==> src/rtl/ps2_pkg.sv <==
// ps2_pkg: scan codes, prefixes, receiver states and timeout default shared by the PS/2 key decoder.
package ps2_pkg;
  localparam int TIMEOUT_DEFAULT = 65000;
  localparam logic [7:0] SC_W     = 8'h1D;
  localparam logic [7:0] SC_A     = 8'h1C;
  localparam logic [7:0] SC_D     = 8'h23;
  localparam logic [7:0] SC_UP    = 8'h75;
  localparam logic [7:0] SC_LEFT  = 8'h6B;
  localparam logic [7:0] SC_RIGHT = 8'h74;
  localparam logic [7:0] PFX_EXT  = 8'hE0;
  localparam logic [7:0] PFX_BRK  = 8'hF0;
  typedef enum logic [1:0] {RX_IDLE, RX_DATA, RX_PARITY, RX_STOP} rx_state_t;
endpackage

==> src/rtl/ps2_rx.sv <==
// ps2_rx: synchronizes the PS/2 pins and receives 11-bit frames into bytes with parity, stop and timeout checks.
module ps2_rx
  import ps2_pkg::*;
#(
  parameter int TIMEOUT_CYCLES = TIMEOUT_DEFAULT
) (
  input  logic       clk,
  input  logic       rst,
  input  logic       ps2_clk,
  input  logic       ps2_data,
  output logic [7:0] rx_byte,
  output logic       byte_valid,
  output logic       frame_err
);
  localparam int CW = $clog2(TIMEOUT_CYCLES + 1);
  logic [1:0] clk_sync, dat_sync;
  logic clk_q, fall, dat, parity, timeout, stop_ok;
  logic [2:0] bit_cnt;
  logic [CW-1:0] tmo;
  rx_state_t state, state_n;
  assign dat = dat_sync[1];
  assign fall = clk_q & ~clk_sync[1];
  assign timeout = state != RX_IDLE && !fall && tmo == CW'(TIMEOUT_CYCLES);
  // Odd parity: data bits plus parity bit must XOR to 1.
  assign stop_ok = dat & (^{rx_byte, parity});
  always_ff @(posedge clk)
    state <= rst ? RX_IDLE : state_n;
  always_comb begin
    state_n = state;
    if (timeout)
      state_n = RX_IDLE;
    else if (fall)
      case (state)
        RX_IDLE:   state_n = dat ? RX_IDLE : RX_DATA;
        RX_DATA:   state_n = bit_cnt == 3'd7 ? RX_PARITY : RX_DATA;
        RX_PARITY: state_n = RX_STOP;
        default:   state_n = RX_IDLE;
      endcase
  end
  always_ff @(posedge clk) begin
    if (rst) begin
      clk_sync   <= 2'b11;
      dat_sync   <= 2'b11;
      clk_q      <= 1'b1;
      bit_cnt    <= '0;
      parity     <= 1'b0;
      rx_byte    <= '0;
      tmo        <= '0;
      byte_valid <= 1'b0;
      frame_err  <= 1'b0;
    end else begin
      clk_sync   <= {clk_sync[0], ps2_clk};
      dat_sync   <= {dat_sync[0], ps2_data};
      clk_q      <= clk_sync[1];
      byte_valid <= fall && state == RX_STOP && stop_ok;
      frame_err  <= timeout || (fall && state == RX_STOP && !stop_ok);
      tmo        <= (fall || state == RX_IDLE) ? '0 : tmo + CW'(1);
      if (fall && state == RX_IDLE) bit_cnt <= '0;
      if (fall && state == RX_DATA) begin
        rx_byte <= {dat, rx_byte[7:1]};
        bit_cnt <= bit_cnt + 3'd1;
      end
      if (fall && state == RX_PARITY) parity <= dat;
    end
  end
endmodule

==> src/rtl/ps2_key_decoder.sv <==
// ps2_key_decoder: turns PS/2 make/break sequences into held-key levels for two players.
module ps2_key_decoder
  import ps2_pkg::*;
#(
  parameter int TIMEOUT_CYCLES = TIMEOUT_DEFAULT
) (
  input  logic clk,
  input  logic rst,
  input  logic ps2_clk,
  input  logic ps2_data,
  output logic key_w,
  output logic key_a,
  output logic key_d,
  output logic key_up,
  output logic key_left,
  output logic key_right,
  output logic frame_err
);
  logic [7:0] rx_byte;
  logic byte_valid, ext, brk, is_pfx;
  logic [5:0] keys, hit;
  ps2_rx #(.TIMEOUT_CYCLES(TIMEOUT_CYCLES)) u_rx (
    .clk(clk),
    .rst(rst),
    .ps2_clk(ps2_clk),
    .ps2_data(ps2_data),
    .rx_byte(rx_byte),
    .byte_valid(byte_valid),
    .frame_err(frame_err)
  );
  assign is_pfx = rx_byte == PFX_EXT || rx_byte == PFX_BRK;
  always_comb
    hit = byte_valid && !is_pfx ? {!ext && rx_byte == SC_W, !ext && rx_byte == SC_A,
                                   !ext && rx_byte == SC_D, ext && rx_byte == SC_UP,
                                   ext && rx_byte == SC_LEFT, ext && rx_byte == SC_RIGHT} : '0;
  // Prefixes accumulate in either order; any other byte consumes both flags.
  always_ff @(posedge clk) begin
    if (rst) begin
      keys <= '0;
      ext  <= 1'b0;
      brk  <= 1'b0;
    end else if (byte_valid) begin
      ext  <= rx_byte == PFX_EXT || (ext && rx_byte == PFX_BRK);
      brk  <= rx_byte == PFX_BRK || (brk && rx_byte == PFX_EXT);
      keys <= (keys & ~hit) | (hit & {6{!brk}});
    end
  end
  assign {key_w, key_a, key_d, key_up, key_left, key_right} = keys;
endmodule

==> config.mk <==
export PLATFORM = sky130hd
export DESIGN_NAME = ps2_key_decoder
export DESIGN_NICKNAME = d
export VERILOG_FILES = /design/src/rtl/ps2_pkg.sv /design/src/rtl/ps2_rx.sv /design/src/rtl/ps2_key_decoder.sv
export SDC_FILE = /design/constraint.sdc
export NUM_CORES = 1
export LEC_CHECK = 0
export ABC_AREA = 1
export ABC_CLOCK_PERIOD_IN_PS = 2500
export CORE_ASPECT_RATIO = 1.25
export CORE_MARGIN = 3
export CORE_UTILIZATION = 60
export CTS_CLUSTER_DIAMETER = 60
export DETAILED_ROUTE_END_ITERATION = 8
export PLACE_DENSITY = 0.8
export SETUP_SLACK_MARGIN = 0.05
export SLEW_MARGIN = 20
export SYNTH_ARGS = -nofsm -noshare
export SYNTH_HDL_FRONTEND = slang
export SYNTH_SLANG_ARGS = --single-unit
==> constraint.sdc <==
create_clock -name clk -period 2.5 [get_ports clk]
set_input_delay 0.5 -clock clk [delete_from_list [all_inputs] [get_ports clk]]
set_output_delay 0.5 -clock clk [all_outputs]
set_load 0.005 [all_outputs]
[After elaboration in Yosys (flattened, before gate mapping)]
Index checks and enable logic that the tools add are counted.
Storage, ports and cells
  register bits: 45
  output and inout port bits: 7
  word-level logic and storage cells: 74
Operators by class
  add/subtract/negate cells: 2
  equality and inequality tests: 13
  muxes and demuxes: 6
  bitwise gates (word level): 7
  reduce and logical (&&, ||, !) cells: 33
Operator list (count)
  $eq 8x7->1 const B: 3
  $logic_and 1x1->1: 17
  $add 16x1->16 const B: 1
  $eq 16x16->1 const B: 1
  $eq 8x5->1 const B: 2
  $eq 8x8->1 const B: 2
  $and 6x6->6: 2
  $reduce_xor 9->1: 1
  $eq 8x6->1 const B: 1
  $mux 3: 2
  $mux 6: 1
  $not 6->6: 1
  $or 6x6->6: 1
  $pmux 2 s3: 1
  $logic_not 1->1: 5
  $logic_or 1x1->1: 5
  $eq 2x2->1 const B: 2
  $reduce_bool 2->1: 2
  $reduce_or 2->1: 2
  $add 3x1->3 const B: 1
  $eq 3x3->1 const B: 1
  $and 1x1->1: 2
  $eq 2x1->1 const B: 1
  $logic_not 2->1: 1
  3 further kinds: 3

[Longest topological paths before layout]
Gate-level depths: netlist of run 1.
  depth in word-level cells: 8
  gate-level depth with buffers: 11
  depth with buffers taken out: 11

[Cells and area by module]
From an unflattened synthesis of run 1, not the netlist that was laid out.
Unflattened totals
  cells, all modules: 321
  area total of the unflattened synthesis: 2254.7 µm²
By module, submodules not included
  ps2_rx: times used 1, cells each 226, area each 1701.6 µm², seq. area each 740.7 µm²
  ps2_key_decoder: times used 1, cells each 95, area each 553.0 µm², seq. area each 160.2 µm²

[Least setup slack after synthesis of run 1]
OpenSTA, ideal clock, no wires.
  path kind: reg2reg
  start: register u_rx.tmo[0]
  end: register u_rx.tmo[14]
  setup time: 0.122 ns
  arrival time: 1.199 ns
  slack: 1.179 ns
  cell stages (with the launch flop): 7
  path buffers: 0
  period minus slack after synthesis: 1.321 ns
  path through: dfxtp_1 -> ha_1 -> nand2_1 -> nor3_2 -> nand2_1 -> nor3_1 -> nor3b_2
Between the ends
  cells in the longest elaborated chain, start to end: 1
Ends and longest elaborated chain
  start, declared: RTL line ps2_rx.sv:19  | logic [CW-1:0] tmo;
  start signal, assigned: RTL line ps2_rx.sv:57  | tmo <= (fall || state == RX_IDLE) ? '0 : tmo + CW'(1);
  $add 16x1->16: RTL line ps2_rx.sv:57
Every way passes these cells.
A chain may end at the register's enable or synchronous reset.

==> metrics.txt, run 1 <==
TritonCTS buffer count=5; Initial Util=64.30%; P&R area growth vs syn=10.85%; Die Height=72.30 µm; CTS sink count=45; Peak Freq=605.2 MHz; Yosys warning total=0; ant diodes=0; count leader, synth=nand2_1; top cells by area, synth=dfxtp_1 (43%), nand2_1 (10%), inv_1 (7.8%); VDD IR max=612.3 µV; Setup crit start kind=register; Detailed Place HPWL=3082 µm; setup TNS=0 ns; fin area=0.002338 mm²; Post-CTS Setup Repair Bufs=0; CP Cell Sequence=clkdlybuf4s50_1; setup repair after global routing missed its margin=no; via count=1836; Slew Limit Fails=0; core area=0.003281 mm²; share of layout cells above drive strength 1=8.065%; final hold viol count=0; CTS tree=built; Seq cells post-synth=45; syn_area_per_cell=7.079 µm²; slew margin rel.=71.07%; die width=59.04 µm; Post-synth top cells=nand2_1 (57), dfxtp_1 (45), inv_1 (44), nor2_1 (42), a21oi_1 (22); Overall Global Routing Usage=21.79%; Overflow after GRT=0; crit-path max FO=2; Yosys top cell by area=dfxtp_1; vias in the first global route=1764; initial antenna violation count=0; Gate Count Post-Synth=298; fin nets=318; CP max stage delay=0.51 ns; DR WL/cell=11.65 µm; number of max-cap violations=0; CP required=2.00 ns; post-route ant nets=0; port bufs=10; H-tree levels=2; actual slew at the worst max-slew pin=0.4329 ns; First DRT Iteration DRCs=124; CTS root buf=clkbuf_8; largest net degree at the start of global routing=17; Filler Cell Count=279; register area share after synthesis=42.70%; post-synth cell types=29; CTS-repair resized insts=0; Tmin final=1.652 ns; Critical path buffers and inverters=1; Bufs on Longest Clock Path=2; via/cell ratio=5.291; hold buffers post-CTS=0; first-pass GRT wire length=7272 µm; Slowest-stage cell, CP=clkdlybuf4s50_1; Yosys top cell area share=42.70%; GP Congestion=0.9112; CP Class=reg2out; Post-synth EDFFs=0; fin crit share=66.09%; Pre-antenna DRT Iters=4; most common flop cell mapped by yosys=dfxtp_1; Setup Skew=0.008335 ns; Async SR Flop Fraction=0%; Lkg Pwr=0.0008814 µW; outcome=finished clean; setup violators final=0; Multi-input gate area=0.001011 mm²; Skew-Pair Late Insertion Delay=0.29 ns; num rows=23; crit path DAT=1.15 ns; IO Count=11; element type at the critical path end=output port; DIE AREA=0.004268 mm²; Post-Route WL=4044 µm; syn_nets=306; # DRC=0; Fin Hold WS=0.4139 ns; Pwr Density=542.2 mW/mm²; Hold Crit Class=reg2reg; FF+latch area=900.9 µm²; clock transition at the registers of the reported paths=0.08 ns; dpl cell area=0.002235 mm²; CP top delay family=buffers and inverters; Post-Syn Area=0.002110 mm²
[per-layer routing]
metal	up-vias	global-route usage, %	part of all wire [%]
met3	12	4.804	3.2
met2	32	39.68	53
li1	969	-	-
met5	-	0	0
met1	823	24.16	41
met4	0	8.060	2.1
[power breakdown]
part	leakage, µW	switching, µW	internal, µW
Clock	0.0000540	230	290
Combinational	0.000464	15.6	9.99
Sequential	0.000363	1.82	720
[logic make-up (layout without fill, tap and decap cells)]
| kind of cell | after synthesis | after routing | synth area share (%) |
|---|---|---|---|
| AOI/OAI and AO/OA | 45 | 45 | 11.57 |
| buffers and inverters | 52 | 64 | 9.371 |
| xor gates and xnor gates | 7 | 7 | 2.906 |
| DFF | 45 | 45 | 42.70 |
| adders and majority gates | 4 | 4 | 2.373 |
| and+or+nand+nor | 145 | 145 | 31.08 |
[area by class of cell]
| class | instances | area share (%) |
|---|---|---|
| repair buffers | 10 | 4.280 |
| clock buffers | 5 | 2.943 |
| clock inverters | 2 | 1.498 |
| flip-flops and latches | 45 | 38.52 |
| multi-input cells | 201 | 43.23 |
| inverters | 47 | 7.544 |
| well taps | 37 | 1.980 |
[metrics by stage]
stage               std cells  worst slack (ns)  utilization (%)  total power, µW
finish                    347            0.8476            71.28             1268
global route              347            0.6729            71.28             1308
CTS                       347            0.8388            71.28             1277
detailed placement        340            0.5661            68.12            764.5
global placement          340            0.5931            68.12            763.4
floorplan                 298             1.179                -            755.1
[path summary, 6_finish.rpt]
check,startpoint,to,slack [ns],cells after the start
max reg2reg,u_rx.tmo[0]$_SDFF_PP0_,u_rx.tmo[14]$_SDFF_PP0_,0.95,6
min,u_rx.dat_sync[0]$_SDFF_PP1_,u_rx.dat_sync[1]$_SDFF_PP1_,0.41,1
max,register,key_up,0.85,1
min reg2reg,u_rx.dat_sync[0]$_SDFF_PP1_,u_rx.dat_sync[1]$_SDFF_PP1_,0.41,1
[cells in the final DEF, fill, tap and decap left out, drive strengths merged, types with 2 or more instances in the layout]
| cell type | instances |
|---|---|
| nand4 | 8 |
| o21ai | 18 |
| dfxtp | 45 |
| a211oi | 2 |
| xor2 | 5 |
| nor3 | 8 |
| inv | 47 |
| clkbuf | 5 |
| a21oi | 23 |
| ha | 4 |
| nor2 | 44 |
| or2 | 7 |
| clkdlybuf4s50 | 10 |
| xnor2 | 2 |
| o211ai | 2 |
| nand2 | 59 |
| nand3 | 16 |
No activity file was read; power rests on OpenSTA's default activity.
==> inputs of run 2 (changes only) <==
--- a/config.mk
+++ b/config.mk
@@ -6,13 +6,13 @@
 export NUM_CORES = 1
 export LEC_CHECK = 0
 export ABC_AREA = 1
-export ABC_CLOCK_PERIOD_IN_PS = 2500
+export ABC_CLOCK_PERIOD_IN_PS = 1300
 export CORE_ASPECT_RATIO = 1.25
 export CORE_MARGIN = 3
-export CORE_UTILIZATION = 60
+export CORE_UTILIZATION = 53
 export CTS_CLUSTER_DIAMETER = 60
 export DETAILED_ROUTE_END_ITERATION = 8
-export PLACE_DENSITY = 0.8
+export PLACE_DENSITY = 0.75
 export SETUP_SLACK_MARGIN = 0.05
 export SLEW_MARGIN = 20
 export SYNTH_ARGS = -nofsm -noshare
==> constraint.sdc (replaced) <==
create_clock -name clk -period 1.3 [get_ports clk]
set_input_delay 0.26 -clock clk [delete_from_list [all_inputs] [get_ports clk]]
set_output_delay 0.26 -clock clk [all_outputs]
set_load 0.005 [all_outputs]
==> run 2 against run 1 <==
Against the previous run:
- the run now ends with negative setup slack left
- clock power increased by 67%
- critical path depth is 7 higher
- cell count rose by 14%
- design area rose by 25%
- register-to-register slack worse by 1.0 ns
- via count rose by 12%
- count of clock-buffer cells in the layout is the same
- total power is 82% higher
- die area grew 12%
- combinational power increased by 150%
- sequential cell count is the same
- global-route usage is 0.80 points lower
- largest cell class unchanged
- largest power group unchanged
==> metrics.txt, run 2 (synthesis results as in run 1) <==
element type at the critical path end=register; dpl cell area=0.002455 mm²; first-pass GRT wire length=8079 µm; Tmin final=1.354 ns; setup repair after global routing missed its margin=yes; H-tree levels=2; RR Startpoint=u_rx.tmo[1]$_SDFF_PP0_; final hold viol count=0; VDD IR max=712.6 µV; commonest non-fill, non-tap cell in the layout=nand2_1; # DRC=0; clock transition at the registers of the reported paths=0.09 ns; reg2reg end=u_rx.tmo[11]$_SDFF_PP0_; final setup margin=-0.05396 ns; R2R cell count=8; number of max-cap violations=0; Setup Skew=0.007145 ns; DP Worst Slack=-0.2145 ns; crit path DAT=1.60 ns; most frequent cells in the layout=nand2_1 (44), inv_1 (38), nor2_1 (30), dfxtp_1 (27), a21oi_1 (22); CP Class=reg2reg; actual slew at the worst max-slew pin=0.4781 ns; Lkg Pwr=0.001171 µW; Pwr Density=793.0 mW/mm²; DIE AREA=0.004778 mm²; fin nets=347; hold buffers post-CTS=0; fin area=0.002914 mm²; Bufs on Longest Clock Path=2; initial antenna violation count=0; R2R setup slack=-0.05 ns; First DRT Iteration DRCs=141; Setup crit start kind=register; via count=2056; fin crit share=104.2%; Core Util, Final=76.36%; Detailed Place HPWL=3356 µm; IO Count=11; CP required=1.54 ns; num rows=25; Pre-antenna DRT Iters=4; share of layout cells above drive strength 1=38.24%; Hold Crit Class=reg2reg; Die Height=76.54 µm; TritonCTS buffer count=5; CTS tree=built; core area=0.003816 mm²; port bufs=10; Post-Route WL=5194 µm; P&R area growth vs syn=38.14%; Overflow after GRT=0; die width=62.43 µm; Overall Global Routing Usage=20.98%; CTS root buf=clkbuf_8; min-delay src=u_rx.clk_sync[0]$_SDFF_PP1_; Filler Cell Count=284; largest net degree at the start of global routing=17; worst hold path depth=1; DR WL/cell=13.18 µm; Initial Util=55.28%; CP startpoint=u_rx.tmo[1]$_SDFF_PP0_; post-route ant nets=0; crit-path max FO=5; setup TNS=-0.1752 ns; vias in the first global route=1895; Peak Freq=738.6 MHz; failing checks=negative setup slack; outcome=finished with violations; Final Non-Filler Cells=394; GP Congestion=0.9337; DP Cell Count=381; Skew-Pair Late Insertion Delay=0.31 ns; setup violators final=5; ant diodes=0; via/cell ratio=5.218; CTS sink count=45; Slew Limit Fails=0; slew margin rel.=68.08%; Hold Crit Endpoint=u_rx.clk_sync[1]$_SDFF_PP1_
run 2: repair_timing:
item,CTS,global route
setup buffers,1,3
setup endpoints to repair,26,36
gates cloned,1,0
resized for setup,63,53
pin swaps,22,23
run 2: worst max path at each step:
stage	end	slack [ns]	depth (start not counted)
final	u_rx.tmo[11]$_SDFF_PP0_	-0.05	8
after global routing	u_rx.tmo[13]$_SDFF_PP0_	-0.13	9
after CTS	u_rx.tmo[14]$_SDFF_PP0_	-0.06	6
after detailed placement	u_rx.rx_byte[7]$_SDFFE_PP0P_	-0.21	4
after global placement	u_rx.rx_byte[2]$_SDFFE_PP0P_	-0.16	4
after floorplan	u_rx.state[0]$_SDFFE_PP0P_	0.06	6
run 2: critical path, cell delays in order (launching register included):
cell and delay (ns):
dfxtp_2 0.37, buf_6 0.11, nand3_4 0.07, nor2_4 0.11
nand2_2 0.08, nor2_4 0.14, nand2_4 0.09, or2_0 0.22
a21oi_2 0.11
run 2: through the flow:
stage / total power [µW] / hold slack, ns
floorplan: 1452 / 0.3638
global placement: 1477 / 0.3908
detailed placement: 1479 / 0.4028
CTS: 2316 / 0.4282
global route: 2387 / 0.4415
finish: 2311 / 0.4273
run 2: power by group:
| group | leakage (µW) | switching (µW) | internal (µW) | total (µW) |
|---|---|---|---|---|
| Combinational | 0.000753 | 35.6 | 27.9 | 63.5 |
| Clock | 0.0000439 | 496 | 371 | 868 |
| Sequential | 0.000374 | 5.27 | 1370 | 1380 |
run 2: routing by layer:
| metal | vias up | track usage (%) | wire length, µm | share of wire, % |
|---|---|---|---|---|
| li1 | 1034 | - | - | - |
| met1 | 960 | 21.67 | 1941 | 37 |
| met2 | 45 | 38.74 | 2910 | 56 |
| met3 | 17 | 4.572 | 138 | 2.7 |
| met4 | 0 | 11.26 | 204 | 3.9 |
| met5 | - | 0 | 0 | 0 |
run 2: area by class of cell:
cell class,instances,area [µm²],share of cell area (%)
Clock inverter,3,17.52,0.6011
Timing Repair Buffer,38,349.1,11.98
Clock buffer,5,68.82,2.362
Multi-Input combinational cell,202,1291,44.31
Inverter,47,183.9,6.312
Sequential cell,45,935.9,32.12
Tap cell,54,67.56,2.319
==> inputs of run 3 (changes only) <==
--- a/config.mk
+++ b/config.mk
@@ -6,13 +6,13 @@
 export NUM_CORES = 1
 export LEC_CHECK = 0
 export ABC_AREA = 1
-export ABC_CLOCK_PERIOD_IN_PS = 1300
+export ABC_CLOCK_PERIOD_IN_PS = 1400
 export CORE_ASPECT_RATIO = 1.25
 export CORE_MARGIN = 3
-export CORE_UTILIZATION = 53
+export CORE_UTILIZATION = 59
 export CTS_CLUSTER_DIAMETER = 60
 export DETAILED_ROUTE_END_ITERATION = 8
-export PLACE_DENSITY = 0.75
+export PLACE_DENSITY = 0.79
 export SETUP_SLACK_MARGIN = 0.05
 export SLEW_MARGIN = 20
 export SYNTH_ARGS = -nofsm -noshare
==> constraint.sdc (replaced) <==
create_clock -name clk -period 1.4 [get_ports clk]
set_input_delay 0.28 -clock clk [delete_from_list [all_inputs] [get_ports clk]]
set_output_delay 0.28 -clock clk [all_outputs]
set_load 0.005 [all_outputs]
==> run 3 against run 2 <==
Against the previous run:
- the run now ends clean
- register-to-register slack better by 0.08 ns
- cell count is 6.3% lower
- sequential power is 7% lower
- largest cell class unchanged
- worst setup slack better by 0.082 ns
- sequential share of layout area is 2.2 points higher
- highest routed layer unchanged
- count of clock-buffer cells in the layout is 1 higher
- non-clock buffer count is 7 lower
- total power is 2.6% higher
- hold slack worse by 0.010 ns
- design area is 8.2% lower
==> metrics.txt, run 3 (synthesis results as in run 1) <==
Overflow after GRT=0; port bufs=10; P&R area growth vs syn=26.75%; vias in the first global route=1766; setup violators final=0; Post-Route WL=4640 µm; Setup Skew=0.007469 ns; DR WL/cell=12.57 µm; share of layout cells above drive strength 1=25.00%; Peak Freq=728.7 MHz; actual slew at the worst max-slew pin=0.4466 ns; slew margin rel.=70.18%; IO Count=11; DP Worst Slack=-0.1423 ns; GP Congestion=0.9234; final hold viol count=0; via count=1949; num rows=23; number of max-cap violations=0; CP required=1.60 ns; core area=0.003309 mm²; H-tree levels=2; hold buffers post-CTS=0; die width=59.48 µm; CTS tree=built; CP Class=reg2reg; VDD IR max=828.0 µV; Setup crit start kind=register; Hold Crit Class=reg2reg; Initial Util=63.74%; Tmin final=1.372 ns; Skew-Pair Late Insertion Delay=0.30 ns; Detailed Place HPWL=3203 µm; Bufs on Longest Clock Path=2; most frequent cells in the layout=nand2_1 (52), inv_1 (40), nor2_1 (38), dfxtp_1 (33), a21oi_1 (21); initial antenna violation count=0; fin nets=339; element type at the critical path end=register; DP Cell Count=359; TritonCTS buffer count=5; commonest non-fill, non-tap cell in the layout=nand2_1; # DRC=0; Critical path buffers and inverters=3; setup repair after global routing missed its margin=yes; post-route ant nets=0; fin crit share=98.03%; largest net degree at the start of global routing=17; CTS root buf=clkbuf_8; clock transition at the registers of the reported paths=0.09 ns; fin area=0.002674 mm²; Final Non-Filler Cells=369; CTS sink count=45; Lkg Pwr=0.001110 µW; Slew Limit Fails=0; Fin Hold WS=0.4172 ns; total power=2371 µW; Pre-antenna DRT Iters=4; crit path DAT=1.57 ns; Pwr Density=886.8 mW/mm²; Top cell by count, worst path=buf_6; Overall Global Routing Usage=22.12%; outcome=finished clean; CP Cell Sequence=buf_6 -> nand2_2 -> inv_2 -> o211ai_4 -> buf_6 -> nand3_1 -> nand2_1 -> a21oi_2; DIE AREA=0.004333 mm²; CP max stage delay=0.36 ns; final setup margin=0.02763 ns; Die Height=72.86 µm; crit-path max FO=7; via/cell ratio=5.282; First DRT Iteration DRCs=101; dpl cell area=0.002377 mm²; CP top delay family=flip-flops; Slowest-stage cell, CP=dfxtp_2; ant diodes=0; first-pass GRT wire length=7251 µm
-- run 3: timing repair --
action,4_1_cts,5_1_grt
resized for setup,22,44
setup buffers,1,1
setup endpoints to repair,17,23
pin swaps,4,12
-- run 3: metal layers --
metal / routed length [µm] / share of wire [%] / GRT usage [%]
met5: 0 / 0 / 0
met4: 150 / 3.2 / 12.34
met3: 149 / 3.2 / 4.956
met2: 2507 / 54 / 40.34
met1: 1831 / 39 / 22.43
-- run 3: area by class of cell --
type	count	area, µm²
clock buffer	6	82.58
clock inverter	2	37.54
fill	215	635.6
inverter	47	180.2
multi-input combinational	201	1145
sequential	45	918.4
tap	37	46.29
timing repair buffer	31	264.0
-- run 3: report_power, final --
group	internal, µW	total, µW	switching (µW)
Sequential	1280	1290	4.22
Combinational	25.6	57.8	32.2
Clock	580	1030	445
-- run 3: worst paths after layout --
kind                                      from  slack (ns)                          end  cells after the start
setup reg to reg  u_rx.rx_byte[5]$_SDFFE_PP0P_        0.03                     register                      8
hold / removal     u_rx.clk_sync[0]$_SDFF_PP1_        0.42  u_rx.clk_sync[1]$_SDFF_PP1_                      1
setup / recovery  u_rx.rx_byte[5]$_SDFFE_PP0P_        0.03                     register                      8
hold reg to reg    u_rx.clk_sync[0]$_SDFF_PP1_        0.42  u_rx.clk_sync[1]$_SDFF_PP1_                      1
-- run 3: per-stage QoR --
stage                     utilization [%]  setup TNS [ns]
after detailed placement            71.83          -1.505
after CTS                           77.01               0
after floorplan                         -               0
final                               80.79               0
after global placement              71.83         -0.9467
after global routing                80.79       -0.009221
